--- config.mk ---
export PLATFORM = sky130hd
export DESIGN_NAME = aqp_z80_bus_target
export DESIGN_NICKNAME = d
export VERILOG_FILES = /design/src/rtl/aqp_z80_bus_target.sv
export SDC_FILE = /design/constraint.sdc
export NUM_CORES = 1
export LEC_CHECK = 0
export BUFFER_PORTS_ARGS = -buffer_cell sky130_fd_sc_hd__buf_2
export CORE_MARGIN = 1
export CORE_UTILIZATION = 44
export DETAILED_ROUTE_END_ITERATION = 7
export PLACE_DENSITY = 0.79
export SYNTH_ARGS = -nofsm -noshare
export SYNTH_HDL_FRONTEND = slang
export SYNTH_SLANG_ARGS = --single-unit
--- constraint.sdc ---
create_clock -name clk -period 2 [get_ports clk]
set_input_delay 0.4 -clock clk [delete_from_list [all_inputs] [get_ports clk]]
set_output_delay 0.4 -clock clk [all_outputs]
set_load 0.03 [all_outputs]
--- src/rtl/aqp_z80_bus_target.sv ---
// Z80 bus responder: decodes memory/I/O windows into a req/ack internal bus,
// stretches the CPU cycle with wait_n, and owns one IM2 interrupt source.
`timescale 1ns/1ps
`default_nettype none

module aqp_z80_bus_target #(
   parameter logic [15:0] MEM_BASE = 16'h0000,
   parameter logic [15:0] MEM_MASK = 16'h0000,
   parameter logic [7:0]  IO_BASE  = 8'h00,
   parameter logic [7:0]  IO_MASK  = 8'hFF,
   parameter int unsigned TIMEOUT  = 255
) (
   input  logic        clk,
   input  logic        reset,
   input  logic [15:0] addr,
   input  logic [7:0]  dq_in,
   output logic [7:0]  dq_out,
   output logic        dq_oe,
   input  logic        mreq_n,
   input  logic        iorq_n,
   input  logic        rd_n,
   input  logic        wr_n,
   input  logic        m1_n,
   input  logic        rfsh_n,
   output logic        wait_n,
   output logic        int_n,
   output logic        req,
   output logic [15:0] req_addr,
   output logic [7:0]  req_wrdata,
   output logic        req_wr,
   output logic        req_io,
   input  logic [7:0]  req_rddata,
   input  logic        req_ack,
   input  logic        irq_set,
   input  logic [7:0]  int_vector,
   output logic        irq_ack
);

   typedef enum logic [1:0] {
      ST_IDLE   = 2'd0,
      ST_ACCESS = 2'd1,
      ST_HOLD   = 2'd2,
      ST_INTACK = 2'd3
   } state_t;

   localparam logic [7:0] TIMEOUT_C = 8'(TIMEOUT);

   state_t      state_q;
   logic [7:0]  cnt_q;
   logic [7:0]  cnt_d;
   logic        abort_q;
   logic        pending_q;
   logic        wait_n_q;
   logic        req_q;
   logic        irq_ack_q;
   logic [7:0]  dq_out_q;
   logic [15:0] req_addr_q;
   logic [7:0]  req_wrdata_q;
   logic        req_wr_q;
   logic        req_io_q;

   logic strobe;
   logic strobes_idle;
   logic mem_hit;
   logic io_hit;
   logic intack;
   logic timeout_hit;

   assign strobe       = !rd_n || !wr_n;
   assign strobes_idle = rd_n && wr_n;
   assign mem_hit      = !mreq_n && rfsh_n && strobe &&
                         (((addr ^ MEM_BASE) & MEM_MASK) == 16'h0000) &&
                         (MEM_MASK != 16'h0000);
   assign io_hit       = !iorq_n && m1_n && strobe &&
                         (((addr[7:0] ^ IO_BASE) & IO_MASK) == 8'h00);
   assign intack       = !iorq_n && !m1_n && pending_q;

   // cnt_d is the number of cycles spent in ACCESS including the current one
   assign cnt_d       = cnt_q + 8'd1;
   assign timeout_hit = (cnt_d == TIMEOUT_C);

   always_ff @(posedge clk or posedge reset) begin
      if (reset) begin
         state_q      <= ST_IDLE;
         cnt_q        <= 8'h00;
         abort_q      <= 1'b0;
         pending_q    <= 1'b0;
         wait_n_q     <= 1'b1;
         req_q        <= 1'b0;
         irq_ack_q    <= 1'b0;
         dq_out_q     <= 8'h00;
         req_addr_q   <= 16'h0000;
         req_wrdata_q <= 8'h00;
         req_wr_q     <= 1'b0;
         req_io_q     <= 1'b0;
      end else begin
         req_q     <= 1'b0;
         irq_ack_q <= 1'b0;
         case (state_q)
            ST_IDLE: begin
               if (mem_hit || io_hit) begin
                  req_q        <= 1'b1;
                  req_addr_q   <= addr;
                  req_wr_q     <= !wr_n;
                  req_io_q     <= io_hit;
                  req_wrdata_q <= dq_in;
                  wait_n_q     <= 1'b0;
                  cnt_q        <= 8'h00;
                  abort_q      <= 1'b0;
                  state_q      <= ST_ACCESS;
               end else if (intack) begin
                  dq_out_q  <= int_vector;
                  irq_ack_q <= 1'b1;
                  pending_q <= 1'b0;
                  state_q   <= ST_INTACK;
               end
            end
            ST_ACCESS: begin
               cnt_q <= cnt_d;
               if (req_ack || timeout_hit) begin
                  wait_n_q <= 1'b1;
                  // An abandoned CPU cycle drops the late result entirely
                  if (abort_q || strobes_idle) begin
                     state_q <= ST_IDLE;
                  end else begin
                     state_q <= ST_HOLD;
                     if (req_ack) begin
                        if (!req_wr_q) dq_out_q <= req_rddata;
                     end else begin
                        dq_out_q <= 8'hFF;
                     end
                  end
               end else if (strobes_idle) begin
                  wait_n_q <= 1'b1;
                  abort_q  <= 1'b1;
               end
            end
            ST_HOLD: begin
               if (strobes_idle) state_q <= ST_IDLE;
            end
            ST_INTACK: begin
               if (iorq_n) state_q <= ST_IDLE;
            end
            default: state_q <= ST_IDLE;
         endcase
         if (irq_set) pending_q <= 1'b1;
      end
   end

   // Drive enable is combinational so the bus is released the moment the CPU strobe drops
   assign dq_oe = ((state_q == ST_HOLD) && !req_wr_q && !rd_n) ||
                  ((state_q == ST_INTACK) && !iorq_n && !m1_n);

   assign dq_out     = dq_out_q;
   assign wait_n     = wait_n_q;
   assign int_n      = !pending_q;
   assign req        = req_q;
   assign req_addr   = req_addr_q;
   assign req_wrdata = req_wrdata_q;
   assign req_wr     = req_wr_q;
   assign req_io     = req_io_q;
   assign irq_ack    = irq_ack_q;

endmodule

`default_nettype wire

-- After elaboration in Yosys (flattened, before gate mapping)
Index checks and enable logic that the tools add are counted.
- flip-flop bits (word level): 49
- output and inout port bits: 39
- logic and storage cells: 93
- $add $sub $neg: 1
- eq/ne operators: 17
- multiplexer cells: 31
- reduce and logical (&&, ||, !) cells: 32
- operator list (operator ; count):
    $mux 8 ; 7
    $pmux 8 s2 ; 2
    $ne 2x2->1 const B ; 10
    $mux 1 ; 13
    $mux 2 ; 6
    $logic_and 1x1->1 ; 10
    $ne 3x3->1 const B ; 3
    $add 8x1->8 const B ; 1
    $eq 8x8->1 const B ; 1
    $logic_not 8->1 ; 1
    $pmux 2 s4 ; 1
    $reduce_and 4->1 ; 2
    $logic_not 1->1 ; 6
    $reduce_and 3->1 ; 2
    $reduce_and 6->1 ; 1
    $reduce_bool 2->1 ; 3
    $eq 2x2->1 const B ; 2
    $logic_or 1x1->1 ; 4
    $pmux 1 s2 ; 2
    $reduce_and 2->1 ; 2
    $eq 2x1->1 const B ; 1
    $logic_not 2->1 ; 1

-- Longest topological paths before layout
- word-level depth: 7
- mapped depth: 7

-- Worst setup path before layout
No wires, ideal clock.
- kind: register -> register
- start point: reg cnt_q[1]
- end point: reg dq_out_q[0], in the netlist dq_out[0]
- data arrival time: 1.802 ns
- data required time: 1.875 ns
- slack: 0.073 ns
- stages on the path, launching flop included: 7
- path buffers: 0
- path through: dfrtp_1 ha_1 and4b_1 nand4_1 a32oi_1 a31oi_4 mux2_2
- longest elaborated chain between the ends: 5
- ends and longest elaborated chain (element ; line ; RTL):
    start: declaration ; 49 ; logic [7:0] cnt_q;
    start signal: assignment ; 119 ; cnt_q <= cnt_d;
    $add 8x1->8 ; 79 ; assign cnt_d = cnt_q + 8'd1;
    $eq 8x8->1 ; 80 ; assign timeout_hit = (cnt_d == TIMEOUT_C);
    $logic_or 1x1->1 ; 120 ; if (req_ack || timeout_hit) begin
    $ne 2x2->1 (no source line) ; n/a ;
    $reduce_and 6->1 (no source line) ; n/a ;
    end signal: assignment ; 112 ; dq_out_q <= int_vector;
    end signal: assignment ; 128 ; if (!req_wr_q) dq_out_q <= req_rddata;
    end: declaration ; 56 ; logic [7:0] dq_out_q;
No other way between the ends.
A chain may end at the register's enable or synchronous reset.

-- Worst setup path after layout
- start point: reg cnt_q[1]
- end point: reg dq_out_q[1], in the netlist dq_out[1]
Same word-level chain as after synthesis.

==> results.py <==
metrics = {
    "run_status": {
        "status": "completed",
    },
    "yosys": {
        "synthesis.instances": 217,
        "synth_area_leaders": "dfrtp_1 (52%), mux2_2 (12%), o21ai_0 (3.0%)",
        "syn_avg_cell_area_sq_um": 10.6,
        "syn_area_sq_um": 2300,
        "synth_top_area_share": 0.522,
        "synth-edff-count": 0,
        "yosys_register_bits": 49,
        "yosys_warnings": 0,
        "ys_seq_area_frac": 0.533,
        "synth_top_area_cell": "dfrtp_1",
        "yosysUniqueCellTypes": 43,
        "yosys_most_used_dff": "dfrtp_1",
        "async_reset_ff_frac": 1.00,
        "syn_nets": 269,
    },
    "timing": {
        "period_minus_slack_ns": 1.94,
        "finalCritPeriodShare": 0.968,
        "finalSetupTns_ns": 0,
        "hold_viol": 0,
        "skew_ns": 0.0138,
        "setup_viol_count_final": 0,
        "tightest_slew_ns": 0.498,
        "slew_headroom": 0.668,
        "max_clock_freq_mhz": 516,
        "fin_hold_ws_ns": 0.107,
        "maxSlewViolCount": 0,
        "fin_ws_ns": 0.0638,
    },
    "grt": {
        "overflow": 0,
        "grt_max_degree": 33,
        "antenna_found_initial": 0,
        "grt_use_total": 0.189,
        "grt_pass1_vias": 1875,
        "grt_pass1_wl_um": 8090,
    },
    "power": {
        "leakagePower_uw": 0.00169,
        "peakVddDrop_v": 0.000709,
        "powerDensity_nw_per_um2": 1130,
    },
    "route": {
        "drc": 0,
        "firstDrtPassIters": 4,
        "vias": 1992,
        "viasPerCell": 5.19,
        "wl_per_cell_um": 13.5,
        "totalWireLength_um": 5190,
        "detail-route-antenna-nets": 0,
        "drt_iter0_markers": 147,
    },
    "die": {
        "fp.dieW_um": 74.3,
        "io-pin-count": 89,
        "start_util": 0.472,
        "die_area_sq_um": 5520,
        "coreArea_sq_um": 4880,
        "die-height_um": 74.3,
        "rows": 25,
    },
    "setup_path": {
        "timing.critical_path.buf_inv": 1,
        "cp-start-kind": "flop",
        "critPathArrivalTime_ns": 2.12,
        "cp_slowest_cell": "dfrtp_2",
        "rr_worst_depth": 7,
        "worst_setup_path_end_kind": "flop",
        "timing.critical_path.cells": "ha_4 -> and4b_1 -> nand4_1 -> a32oi_2 -> a31oi_4 -> buf_12 -> mux2_4",
        "cp.required_ns": 2.18,
        "max_stage_delay_ns": 0.43,
        "ff2ff_setup_slack_ns": 0.06,
        "crit_path_max_fanout": 8,
        "rr_startpoint": "cnt_q[1]",
        "path_class": "flop to flop",
        "timing.rr.end": "dq_out[1]",
        "critical_path.top_delay_family": "compound AO/OA/AOI/OAI gates",
    },
    "layout": {
        "final_nets": 368,
        "diodes": 0,
        "area_growth_pct": 34.1,
        "layout-drive-gt1-share": 0.467,
    },
    "cts": {
        "cts_hold_buf": 0,
        "cts_tree": "yes",
        "root_buffer": "clkbuf_8",
        "path_clk_slew_ns": 0.09,
        "cts_buffer_depth": 2,
        "cts_sinks": 49,
        "cts_made_buffers": 5,
        "clock_latency_ns": 0.30,
        "h-tree-depth": 2,
    },
    "placement": {
        "io_buffers": 86,
        "place_congestion": 0.830,
        "pre_cts_ws_ns": 0.00946,
        "dpl.hpwl_um": 3580,
    },
    "worst_hold_path": {
        "min_path_type": "input pin to asynchronous set/reset pin",
    },
    "flow_run": {
        "drv_cap": 0,
    },
}
per-layer routing:
layer / track usage / vias up / wire [um]
li1: - / 957 / -
met1: 0.236 / 959 / 2240
met2: 0.324 / 71 / 2610
met3: 0.0461 / 5 / 300
met4: 0.0587 / 0 / 42
met5: 0 / - / 0
registers in the layout, indices dropped and copies added, names as in the netlist:
signal,flops
irq_ack,1
cnt_q,8
req_io,1
req_wrdata,8
req_wr,1
state_q,2
abort_q,1
wait_n,1
req,1
pending_q,1
dq_out,8
req_addr,16
synth_stat cells, types with 4 or more instances:
library cell / n
clkbuf_1: 10
nand3_1: 5
a31oi_1: 10
nor2_1: 16
nand2_1: 17
mux2_2: 24
and2_1: 8
inv_1: 14
a21oi_1: 5
nor2b_1: 4
nand4_1: 4
dfrtp_1: 48
o21ai_0: 14
cells in the final DEF, fill, tap and decap left out, types with 10 or more instances in the layout:
master	count
dfrtp_1	46
buf_4	16
o21ai_0	13
nor2_1	16
mux2_2	16
a31oi_1	10
nand2_1	16
inv_1	13
buf_2	86
metrics by stage:
stage	util	std cells	instance area, sq um	total power [uW]
5_1_grt	0.632	384	3090	3700
3_5_place_dp	0.591	372	2890	2730
3_3_place_gp	0.591	372	2890	2690
6_report	0.632	384	3090	3490
4_1_cts	0.611	380	2980	3300
2_1_floorplan	-	217	2300	2290
kinds of logic (layout without fill, tap and decap cells):
| group | after synthesis | after routing | synth area share |
|---|---|---|---|
| adders and majority gates | 2 | 2 | 0.0109 |
| DFF | 49 | 49 | 0.533 |
| muxes | 25 | 25 | 0.122 |
| buffers and inverters | 26 | 126 | 0.0435 |
| and+or+nand+nor | 70 | 70 | 0.160 |
| AOI/OAI and AO/OA | 45 | 45 | 0.131 |
power breakdown:
group          total (uW)  switching [uW]  internal [uW]
clock network         575             325            250
logic                1490             805            688
registers            1430             210           1220
total                3490            1340           2150
layout make-up:
cell class	count	area [sq um]
Clock inverter	2	13.8
Multi-Input combinational cell	142	1040
Sequential cell	49	1230
Fill cell	407	1790
Tap cell	67	83.8
Clock buffer	6	72.6
Inverter	14	52.6
Timing Repair Buffer	104	591
what timing repair did:
action	4_1_cts	5_1_grt
pin swaps	0	6
endpoints found under the setup margin	9	10
setup buffers	0	4
gates resized for setup	1	17
worst max path at each step:
stage | start | end | slack, ns | depth (start not counted)
final | cnt_q[1] | dq_out[1] | 0.06 | 7
after global routing | cnt_q[1] | dq_out[1] | -0.0001 | 7
after CTS | cnt_q[0] | dq_out[7] | 0.02 | 6
after detailed placement | cnt_q[0] | state_q[0] | 0.009 | 7
after global placement | cnt_q[0] | dq_out[2] | 0.04 | 6
after floorplan | cnt_q[1] | dq_out[0] | 0.07 | 6
Power figures use the tool's default switching activity.
